<file path="config.mk">
export PLATFORM = sky130hd
export DESIGN_NAME = axi_app_mmu_err_slave
export DESIGN_NICKNAME = d
export VERILOG_FILES = /design/src/rtl/axi_app_mmu_err_slave.sv
export SDC_FILE = /design/constraint.sdc
export NUM_CORES = 1
export LEC_CHECK = 0
export CAP_MARGIN = 20
export CORE_AREA = 2 2 112 114
export CTS_CLUSTER_SIZE = 20
export DETAILED_ROUTE_END_ITERATION = 12
export DIE_AREA = 0 0 114 116
export PLACE_DENSITY = 0.68
export SYNTH_ARGS = -nofsm -noshare
export SYNTH_HDL_FRONTEND = slang
export SYNTH_SLANG_ARGS = --single-unit
</file>
<file path="constraint.sdc">
create_clock -name clk -period 3.45 [get_ports clk]
set_input_delay 0.69 -clock clk [delete_from_list [all_inputs] [get_ports clk]]
set_output_delay 0.69 -clock clk [all_outputs]
set_load 0.01 [all_outputs]
</file>
<file path="src/rtl/axi_app_mmu_err_slave.sv">
// AXI3 error slave: accepts any access, answers with P_RESP and constant read data.
// Optional first-fault capture register enabled by AXI_APP_MMU_ERR_SLAVE_FAULT_CAPTURE_EN.
module axi_app_mmu_err_slave #(
    parameter int          P_AXI_IDWIDTH = 4,
    parameter logic [1:0]  P_RESP        = 2'b11,
    parameter logic [63:0] P_RDATA       = 64'h0
) (
    input  logic                     clk,
    input  logic                     rst_n,
    input  logic [31:0]              axis_awaddr,
    input  logic [3:0]               axis_awlen,
    input  logic [2:0]               axis_awsize,
    input  logic [1:0]               axis_awburst,
    input  logic [P_AXI_IDWIDTH-1:0] axis_awid,
    input  logic                     axis_awvalid,
    output logic                     axis_awready,
    input  logic [P_AXI_IDWIDTH-1:0] axis_wid,
    input  logic [63:0]              axis_wdata,
    input  logic [7:0]               axis_wstrb,
    input  logic                     axis_wlast,
    input  logic                     axis_wvalid,
    output logic                     axis_wready,
    output logic [1:0]               axis_bresp,
    output logic [P_AXI_IDWIDTH-1:0] axis_bid,
    output logic                     axis_bvalid,
    input  logic                     axis_bready,
    input  logic [31:0]              axis_araddr,
    input  logic [3:0]               axis_arlen,
    input  logic [2:0]               axis_arsize,
    input  logic [1:0]               axis_arburst,
    input  logic [P_AXI_IDWIDTH-1:0] axis_arid,
    input  logic                     axis_arvalid,
    output logic                     axis_arready,
    output logic [63:0]              axis_rdata,
    output logic [1:0]               axis_rresp,
    output logic [P_AXI_IDWIDTH-1:0] axis_rid,
    output logic                     axis_rlast,
    output logic                     axis_rvalid,
    input  logic                     axis_rready,
    output logic [31:0]              fault_addr,
    output logic                     fault_wr,
    output logic                     fault_valid,
    input  logic                     fault_clr
);

    typedef enum logic [1:0] {
        IDLE  = 2'd0,
        WDATA = 2'd1,
        WRESP = 2'd2,
        RDATA = 2'd3
    } state_t;

    state_t                   state_q;
    logic                     wready_q;
    logic                     bvalid_q;
    logic                     rvalid_q;
    logic                     rlast_q;
    logic [P_AXI_IDWIDTH-1:0] bid_q;
    logic [P_AXI_IDWIDTH-1:0] rid_q;
    logic [3:0]               cnt_q;

    logic aw_hs;
    logic ar_hs;

    // A pending write blocks the read channel, so writes win simultaneous requests.
    assign axis_awready = (state_q == IDLE);
    assign axis_arready = (state_q == IDLE) && !axis_awvalid;
    assign aw_hs        = axis_awready && axis_awvalid;
    assign ar_hs        = axis_arready && axis_arvalid;

    assign axis_wready = wready_q;
    assign axis_bvalid = bvalid_q;
    assign axis_bresp  = P_RESP;
    assign axis_bid    = bid_q;
    assign axis_rvalid = rvalid_q;
    assign axis_rlast  = rlast_q;
    assign axis_rid    = rid_q;
    assign axis_rdata  = P_RDATA;
    assign axis_rresp  = P_RESP;

    always_ff @(posedge clk or negedge rst_n) begin
        if (!rst_n) begin
            state_q  <= IDLE;
            wready_q <= 1'b0;
            bvalid_q <= 1'b0;
            rvalid_q <= 1'b0;
            rlast_q  <= 1'b0;
            bid_q    <= '0;
            rid_q    <= '0;
            cnt_q    <= 4'd0;
        end else begin
            case (state_q)
                IDLE: begin
                    if (aw_hs) begin
                        bid_q    <= axis_awid;
                        wready_q <= 1'b1;
                        state_q  <= WDATA;
                    end else if (ar_hs) begin
                        rid_q    <= axis_arid;
                        cnt_q    <= axis_arlen;
                        rvalid_q <= 1'b1;
                        rlast_q  <= (axis_arlen == 4'd0);
                        state_q  <= RDATA;
                    end
                end
                // Burst length is taken from wlast only; awlen is not trusted.
                WDATA: begin
                    if (axis_wvalid && axis_wlast) begin
                        wready_q <= 1'b0;
                        bvalid_q <= 1'b1;
                        state_q  <= WRESP;
                    end
                end
                WRESP: begin
                    if (axis_bready) begin
                        bvalid_q <= 1'b0;
                        state_q  <= IDLE;
                    end
                end
                RDATA: begin
                    if (axis_rready) begin
                        if (cnt_q == 4'd0) begin
                            rvalid_q <= 1'b0;
                            rlast_q  <= 1'b0;
                            state_q  <= IDLE;
                        end else begin
                            cnt_q   <= cnt_q - 4'd1;
                            rlast_q <= (cnt_q == 4'd1);
                        end
                    end
                end
                default: begin
                    state_q <= IDLE;
                end
            endcase
        end
    end

`ifdef AXI_APP_MMU_ERR_SLAVE_FAULT_CAPTURE_EN
    logic [31:0] fault_addr_q;
    logic        fault_wr_q;
    logic        fault_valid_q;

    // A clear coinciding with a new fault still records the new fault.
    always_ff @(posedge clk or negedge rst_n) begin
        if (!rst_n) begin
            fault_addr_q  <= 32'd0;
            fault_wr_q    <= 1'b0;
            fault_valid_q <= 1'b0;
        end else if ((aw_hs || ar_hs) && (!fault_valid_q || fault_clr)) begin
            fault_addr_q  <= aw_hs ? axis_awaddr : axis_araddr;
            fault_wr_q    <= aw_hs;
            fault_valid_q <= 1'b1;
        end else if (fault_clr) begin
            fault_valid_q <= 1'b0;
        end
    end

    assign fault_addr  = fault_addr_q;
    assign fault_wr    = fault_wr_q;
    assign fault_valid = fault_valid_q;
`else
    assign fault_addr  = 32'd0;
    assign fault_wr    = 1'b0;
    assign fault_valid = 1'b0;
`endif

    logic unused_ok;
    assign unused_ok = ^{axis_awaddr, axis_awlen, axis_awsize, axis_awburst,
                         axis_wid, axis_wdata, axis_wstrb,
                         axis_araddr, axis_arsize, axis_arburst, fault_clr};

endmodule

</file>
# [After elaboration in Yosys (flattened, before gate mapping)]
# Cells that the tools add are included.
[classes] n_addsub=1 n_eq_ne=13 muxes=28 n_bitwise=1 n_reduce_logical=19
[op_table] op="4-bit two-way mux" count=4
[op_table] op="5-bit AND reduction" count=3
[op_table] op="1-bit two-way mux" count=12
[op_table] op="2-bit two-way mux" count=6
[op_table] op="2-bit != test, second input constant" count=6
[op_table] op="3-bit AND reduction" count=3
[op_table] op="4-bit zero test" count=2
[op_table] op="1-bit one-hot mux with 2 select lines" count=4
[op_table] op="2-bit one-hot mux with 4 select lines" count=1
[op_table] op="4-bit one-hot mux with 2 select lines" count=1
[op_table] op="2-bit nonzero test" count=3
[op_table] op="2-bit == test, second input constant" count=2
[op_table] op="4-bit by 1-bit == test with 1-bit output, second input constant" count=1
[op_table] op="1-bit logical AND" count=4
[op_table] op="2-bit by 1-bit != test with 1-bit output, second input constant" count=2
[op_table] op="4-bit AND reduction" count=1
[op_table] op="4-bit by 1-bit subtractor with 4-bit output, second input constant" count=1
[op_table] op="3-bit by 1-bit != test with 1-bit output, second input constant" count=1
[op_table] op="2-bit by 1-bit == test with 1-bit output, second input constant" count=1
[op_table] op="2-bit zero test" count=1
[op_table] op="2-bit AND reduction" count=1
[op_table] op="1-bit zero test" count=1
[op_table] op="1-bit inverter" count=1
[word_totals] reg_bits=18 in_bits=175 elab_cells=70

# [Depth between registers and ports, before layout]
# Gate-level depths: netlist (run 1).
[depth] depth_word=6 depth_mapped=6 mapped_depth_nobuf=6

# [Least setup slack after synthesis (run 1)]
# Ideal clock, no wire load.
[synth_timing] path_kind="reg2reg" start="register cnt_q[0]" end="register cnt_q[2]" setup_ns=0.121 arrival_ns=1.619 required_ns=3.329 setup_slack_ns=1.710 path_stages_with_launch=7 path_buffers=0 cell_sequence="dfrtp_1 > inv_1 > ha_1 > or3b_2 > a31oi_4 > nor2_1 > o22a_1"
[synth_via] elab_chain_cells=4
[synth_lines] element="start, declared" line="60" text="logic [3:0] cnt_q;"
[synth_lines] element="start signal, assigned" line="100" text="cnt_q <= axis_arlen;"
[synth_lines] element="start signal, assigned" line="127" text="cnt_q <= cnt_q - 4'd1;"
[synth_lines] element="4-bit by 1-bit subtractor with 4-bit output" line="127"
[synth_lines] element="4-bit two-way mux" line="122" text="if (cnt_q == 4'd0) begin"
[synth_lines] element="4-bit two-way mux" line="121" text="if (axis_rready) begin"
[synth_lines] element="4-bit one-hot mux with 2 select lines" line="92" text="case (state_q)"
# Parallel ways exist; a longest one is shown, timed or not. The select of a mux whose other input is x is not followed.
# A chain may end at the register's enable or synchronous reset.

# [Final worst setup path (run 1)]
[layout_timing] start="input port axis_awvalid" end="output port axis_arready"
[layout_via] elab_chain_cells=2
[layout_lines] element="start, declared" line="15" text="input logic axis_awvalid,"
[layout_lines] element="1-bit zero test" line="67" text="assign axis_arready = (state_q == IDLE) && !axis_awvalid;"
[layout_lines] element="1-bit logical AND" line="67"
[layout_lines] element="end, declared" line="33" text="output logic axis_arready,"
# Every way passes these cells.

==> run summary, run 1 <==
Vias per inst: 2.80
Tcrit/Tclk final: 78.8%
Critical path cell sequence: clkdlybuf4s50_1, nor3_1, clkdlybuf4s50_1
FFs w/ async S/R, synth: 100%
Synth Instances: 191
Slew Viols, Final: 0
Total core area: 0.0119 sq mm
Max Cap Violations: 0
Port Buffers: 33
Synth-to-Final Area Change: 11.7%
FMAX: 368 MHz
Hold endpoint: axis_bid[1]
Clock share of power: 22.0%
Synth top area cells: buf_4 46%, dfrtp_1 27%, mux2_2 5.3%, nor2_1 2.2%, a21oi_1 2.1%
Synth top cells by count: 103 x buf_4, 18 x dfrtp_1, 10 x nor2_1
Mapped Area: 0.00169 sq mm
RR Startpoint: state_q[0]
Hold_sp: axis_bid[1]
DRT Wirelength: 3.09 mm
Die X: 114 um
Post-synth top area share: 45.7%
Sw frac: 37.4%
Initial Utilization: 14.2%
CP max stage delay: 0.58 ns
Sw power: 0.455 mW
Crit-path max FO: 6
CTS Root Buffer Type: clkbuf_16
Num rows: 40
R2r endpoint: cnt_q[0]
Hold Path Depth: 1
Slew headroom: 38.5%
Least-Margin Pin Slew: 0.920 ns
Pre-CTS WS: 0.707 ns
Setup TNS Final: 0 ns
CTS H-tree lvls: 1
Post-route ant nets: 0
Type of the most critical hold path: flip-flop to flip-flop
Kind of critical path: primary input to output port
Critical path arrival: 2.03 ns
Placed cells: 366
Crit start category: primary input
Clock Tree Buf Depth: 2
Placer congestion estimate: 0.730
CTS tree: built
Int Power: 0.760 mW
Min cycle time layout: 2.72 ns
Number of hold buffers added after CTS: 0
Max VDD drop: 0.000250 V
Register area share after synthesis: 26.6%
Reg2reg setup slack: 1.55 ns
Seq pwr share: 33.5%
P per Cell Area: 643 mW/mm^2
RSZ-0062 raised after global routing: no
Fin nets: 401
Non-filler cells in the finished layout: 370
Ys flop type: dfrtp_1
Grt total ovfl: 0
Synth Warn #: 0
Vias: 1035
Total GRT Usage: 4.25%
Critical path's slowest cell: clkdlybuf4s50_1
Routed wire length per instance: 8.35 um
Yosys top cell by area: buf_4
Clk_lat worst skew: 0.25 ns
Clk slew on worst S/H paths: 0.06 ns
Run status: complete, no violations
Clk_skew: 0.00101 ns
Final WS setup: 0.730 ns
Hpwl dp: 2.51 mm
Post-CTS setup buffers: 0
Combinational group share of total power: 44.4%
Pleak: 0.877 nW
Fill cells: 1337
First drt pass iteration count: 4
Num ports: 291
Post-synth cell types: 30
WP data required: 2.76 ns
Worst Setup End Kind: output port
Count leader, synth: buf_4
Final Hold Fails: 0
Die height: 116 um
Vias in the first global route: 793
Area of the die: 0.0132 sq mm
Global-route wire length before repair: 4.20 mm
Number of buffers created by CTS: 3
Initial DRC count: 16
Number of remaining DRC errors: 0
Largest net degree at the start of global routing: 19
Post-CTS Resized: 0
Initial antenna violation count: 0
Clock net sink count: 18
Syn Area/Cell: 8.86 sq um
Number of flops mapped to enable cells by yosys: 0
#FFs+latches synth: 18
Layout cells sized above 1: 7.17%
Total power: 1.21 mW
Final Setup Violations: 0
Ant. Diodes: 0
Most used cell, CP: clkdlybuf4s50_1
Reg2reg path depth: 4
sequential cells by signal, summed over array words and instances, names as in the netlist:
signal,count
axis_wready,1
axis_rvalid,1
axis_bvalid,1
axis_bid,4
state_q,2
axis_rid,4
axis_rlast,1
cnt_q,4
cell type report:
cell class | instances | area, sq um | share of cell area [%]
multi-input combinational | 164 | 821 | 43.4
sequential | 18 | 450 | 23.8
timing repair buffer | 33 | 330 | 17.5
tap | 147 | 184 | 9.74
clock buffer | 4 | 88.8 | 4.70
inverter | 4 | 15.0 | 0.795
critical path: cells and delay by family:
kind                   cells  cell delay [ns]
buffers and inverters      2             1.11
AND/OR/NAND/NOR            1             0.23
cell families after synthesis:
family	share of synthesized area, %
compound gates	9.84
fa+ha+maj	1.48
buf+inv	47.0
flops	26.6
mux	5.92
other cells	0.444
simple gates	8.65
stage by stage:
stage / cell area [sq um] / hold WS (ns) / utilization, %
5_1_grt: 1890 / 0.527 / 15.9
3_5_place_dp: 1800 / 0.496 / 15.1
6_report: 1890 / 0.507 / 15.9
4_1_cts: 1890 / 0.510 / 15.9
2_1_floorplan: 2070 / 0.394 / -
3_3_place_gp: 1800 / 0.489 / 15.1
layer usage:
| metal | GRT usage [%] | routed length [um] | vias up |
|---|---|---|---|
| met5 | 0 | 0 | - |
| met4 | 1.71 | 23 | 0 |
| met3 | 1.31 | 293 | 2 |
| met2 | 6.94 | 1470 | 76 |
| met1 | 5.23 | 1310 | 473 |
| li1 | - | - | 484 |
worst max-delay path by stage:
stage | start | endpoint | slack, ns | cells past startpoint
final | axis_awvalid | axis_arready | 0.73 | 3
after floorplan | cnt_q[0] | cnt_q[2] | 1.71 | 6
after detailed placement | axis_awvalid | axis_arready | 0.71 | 3
after CTS | axis_awvalid | axis_arready | 0.70 | 3
after global placement | axis_awvalid | axis_arready | 0.69 | 3
after global routing | axis_awvalid | axis_arready | 0.60 | 3
placed cells by master, fill, tap and decap left out, drive strengths merged, types with 2 or more instances in the layout:
cell / synthesis / routed
nor2: 10 / 10
nand2: 3 / 3
a31oi: 5 / 5
conb: 2 / 102
clkdlybuf4s50: 0 / 33
o21ai: 7 / 7
nand3: 3 / 3
nor3: 3 / 3
dfrtp: 18 / 18
a21oi: 7 / 7
clkbuf: 2 / 4
mux2: 8 / 8
inv: 4 / 4
and2: 2 / 2
ha: 2 / 2
power by group through the flow:
stage / clock network, mW / registers [mW] / logic [mW]
after floorplan: 0 / 0.401 / 0.411
after global placement: 0 / 0.412 / 0.537
after detailed placement: 0 / 0.414 / 0.542
after CTS: 0.284 / 0.410 / 0.546
after global routing: 0.291 / 0.427 / 0.596
final: 0.268 / 0.408 / 0.540
Power figures use the tool's default switching activity.
==> run 2: changes to the inputs <==
--- a/config.mk
+++ b/config.mk
@@ -6,11 +6,11 @@
 export NUM_CORES = 1
 export LEC_CHECK = 0
 export CAP_MARGIN = 20
-export CORE_AREA = 2 2 112 114
+export CORE_AREA = 2 2 113 115
 export CTS_CLUSTER_SIZE = 20
 export DETAILED_ROUTE_END_ITERATION = 12
-export DIE_AREA = 0 0 114 116
-export PLACE_DENSITY = 0.68
+export DIE_AREA = 0 0 115 117
+export PLACE_DENSITY = 0.69
 export SYNTH_ARGS = -nofsm -noshare
 export SYNTH_HDL_FRONTEND = slang
 export SYNTH_SLANG_ARGS = --single-unit
==> constraint.sdc (replaced) <==
create_clock -name clk -period 2.3 [get_ports clk]
set_input_delay 0.46 -clock clk [delete_from_list [all_inputs] [get_ports clk]]
set_output_delay 0.46 -clock clk [all_outputs]
set_load 0.01 [all_outputs]
==> run summary, run 2 (same netlist as run 1, synthesis figures left out) <==
Number of hold buffers added after CTS: 0
Placer congestion estimate: 0.699
Vias per inst: 2.84
Post-CTS setup buffers: 0
Most frequent cells in the layout: 102 x conb_1, 33 x clkdlybuf4s50_1, 18 x dfrtp_1, 10 x nor2_1, 8 x mux2_2
Die height: 117 um
Min cycle time layout: 2.08 ns
Num rows: 41
Sw frac: 36.9%
DRT Wirelength: 2.91 mm
Crit-path max FO: 14
P per Cell Area: 945 mW/mm^2
Synth-to-Final Area Change: 14.0%
Num ports: 291
Max Cap Violations: 0
Sw power: 0.672 mW
Util after Layout: 15.7%
Die X: 115 um
Reg2reg path depth: 6
Initial antenna violation count: 0
Total power: 1.82 mW
CTS Root Buffer Type: clkbuf_16
Ant. Diodes: 0
Placed cells: 372
Routed wire length per instance: 7.75 um
Vias in the first global route: 829
Max VDD drop: 0.000339 V
Fin nets: 404
Critical path arrival: 1.62 ns
Crit start category: flip-flop
CTS tree: built
R2r endpoint: cnt_q[2]
Non-filler cells in the finished layout: 376
Global-route met3 utilization: 1.34%
Post-route ant nets: 0
Initial DRC count: 34
Total core area: 0.0123 sq mm
Post-CTS Resized: 0
Tcrit/Tclk final: 90.3%
Combinational group share of total power: 44.7%
Hold endpoint: axis_rid[2]
Setup TNS Final: 0 ns
Type of the most critical hold path: flip-flop to flip-flop
GRT met1 Usage: 3.98%
Clock Tree Buf Depth: 2
Vias: 1066
Run status: complete, no violations
Kind of critical path: flip-flop to output port
Gr busiest metal: met2
Initial Utilization: 13.7%
Worst Setup End Kind: output port
Seq pwr share: 33.6%
Clk_lat worst skew: 0.25 ns
RR Startpoint: cnt_q[0]
Slew Viols, Final: 0
Int Power: 1.15 mW
Final Hold Fails: 0
Layout cells sized above 1: 8.41%
Hold Path Depth: 1
Grt total ovfl: 0
Most common cell after layout, fill and taps aside: conb_1
Clk_skew: 0.00254 ns
First drt pass iteration count: 2
FMAX: 481 MHz
CTS H-tree lvls: 1
Port Buffers: 33
Number of remaining DRC errors: 0
Clock share of power: 21.7%
Total GRT Usage: 3.90%
Met2 global-route usage: 6.94%
RSZ-0062 raised after global routing: no
Clk slew on worst S/H paths: 0.06 ns
Hold_sp: axis_rid[2]
Hpwl dp: 2.37 mm
Area of the die: 0.0135 sq mm
Reg2reg setup slack: 0.42 ns
Largest net degree at the start of global routing: 19
WP data required: 1.84 ns
Clock net sink count: 18
Final Setup Violations: 0
Number of buffers created by CTS: 3
Pleak: 0.895 nW
Hold_ws: 0.503 ns
Global-route wire length before repair: 3.99 mm
run 2: changes by cell type in the layout (fill, tap and decap cells not counted):
cell    previous run  this run
buf_4              0         2
buf_12             0         1
run 2: worst max-delay path by stage:
stage,start,to,slack [ns],depth (start not counted)
global placement,axis_awvalid,axis_arready,0.22,3
finish,state_q[0],axis_arready,0.22,2
floorplan,cnt_q[0],cnt_q[2],0.56,6
global route,state_q[0],axis_arready,0.12,2
CTS,state_q[0],axis_arready,0.19,2
detailed placement,axis_awvalid,cnt_q[0],0.19,7
run 2: area by class of cell:
| type | count | area, sq um |
|---|---|---|
| Clock buffer | 4 | 88.8 |
| Timing Repair Buffer | 36 | 365 |
| Sequential cell | 18 | 450 |
| Multi-Input combinational cell | 164 | 821 |
| Fill cell | 1380 | 10400 |
| Tap cell | 150 | 188 |
| Inverter | 4 | 15.0 |
run 2: critical path, stage by stage, from the launching register on:
cell and delay (ns):
dfrtp_1 0.55, nor3_1 0.26, clkdlybuf4s50_1 0.57
run 2: through the flow:
step	setup WS, ns	instance area (sq um)
CTS	0.190	1930
detailed placement	0.194	1840
global placement	0.221	1840
floorplan	0.560	2070
finish	0.223	1930
global route	0.124	1930
run 2: power by group through the flow:
stage               Combinational [mW]  Sequential (mW)  Clock, mW
floorplan                        0.617            0.601          0
detailed placement               0.822            0.622          0
global placement                 0.821            0.616          0
finish                           0.814            0.612      0.395
global route                     0.913            0.641      0.429
CTS                              0.828            0.617      0.419
run 2: layer usage:
| layer | up-vias | routed length, um |
|---|---|---|
| met1 | 489 | 1050 |
| met2 | 80 | 1450 |
| met4 | 0 | 79 |
| li1 | 491 | - |
| met5 | - | 0 |
| met3 | 6 | 329 |
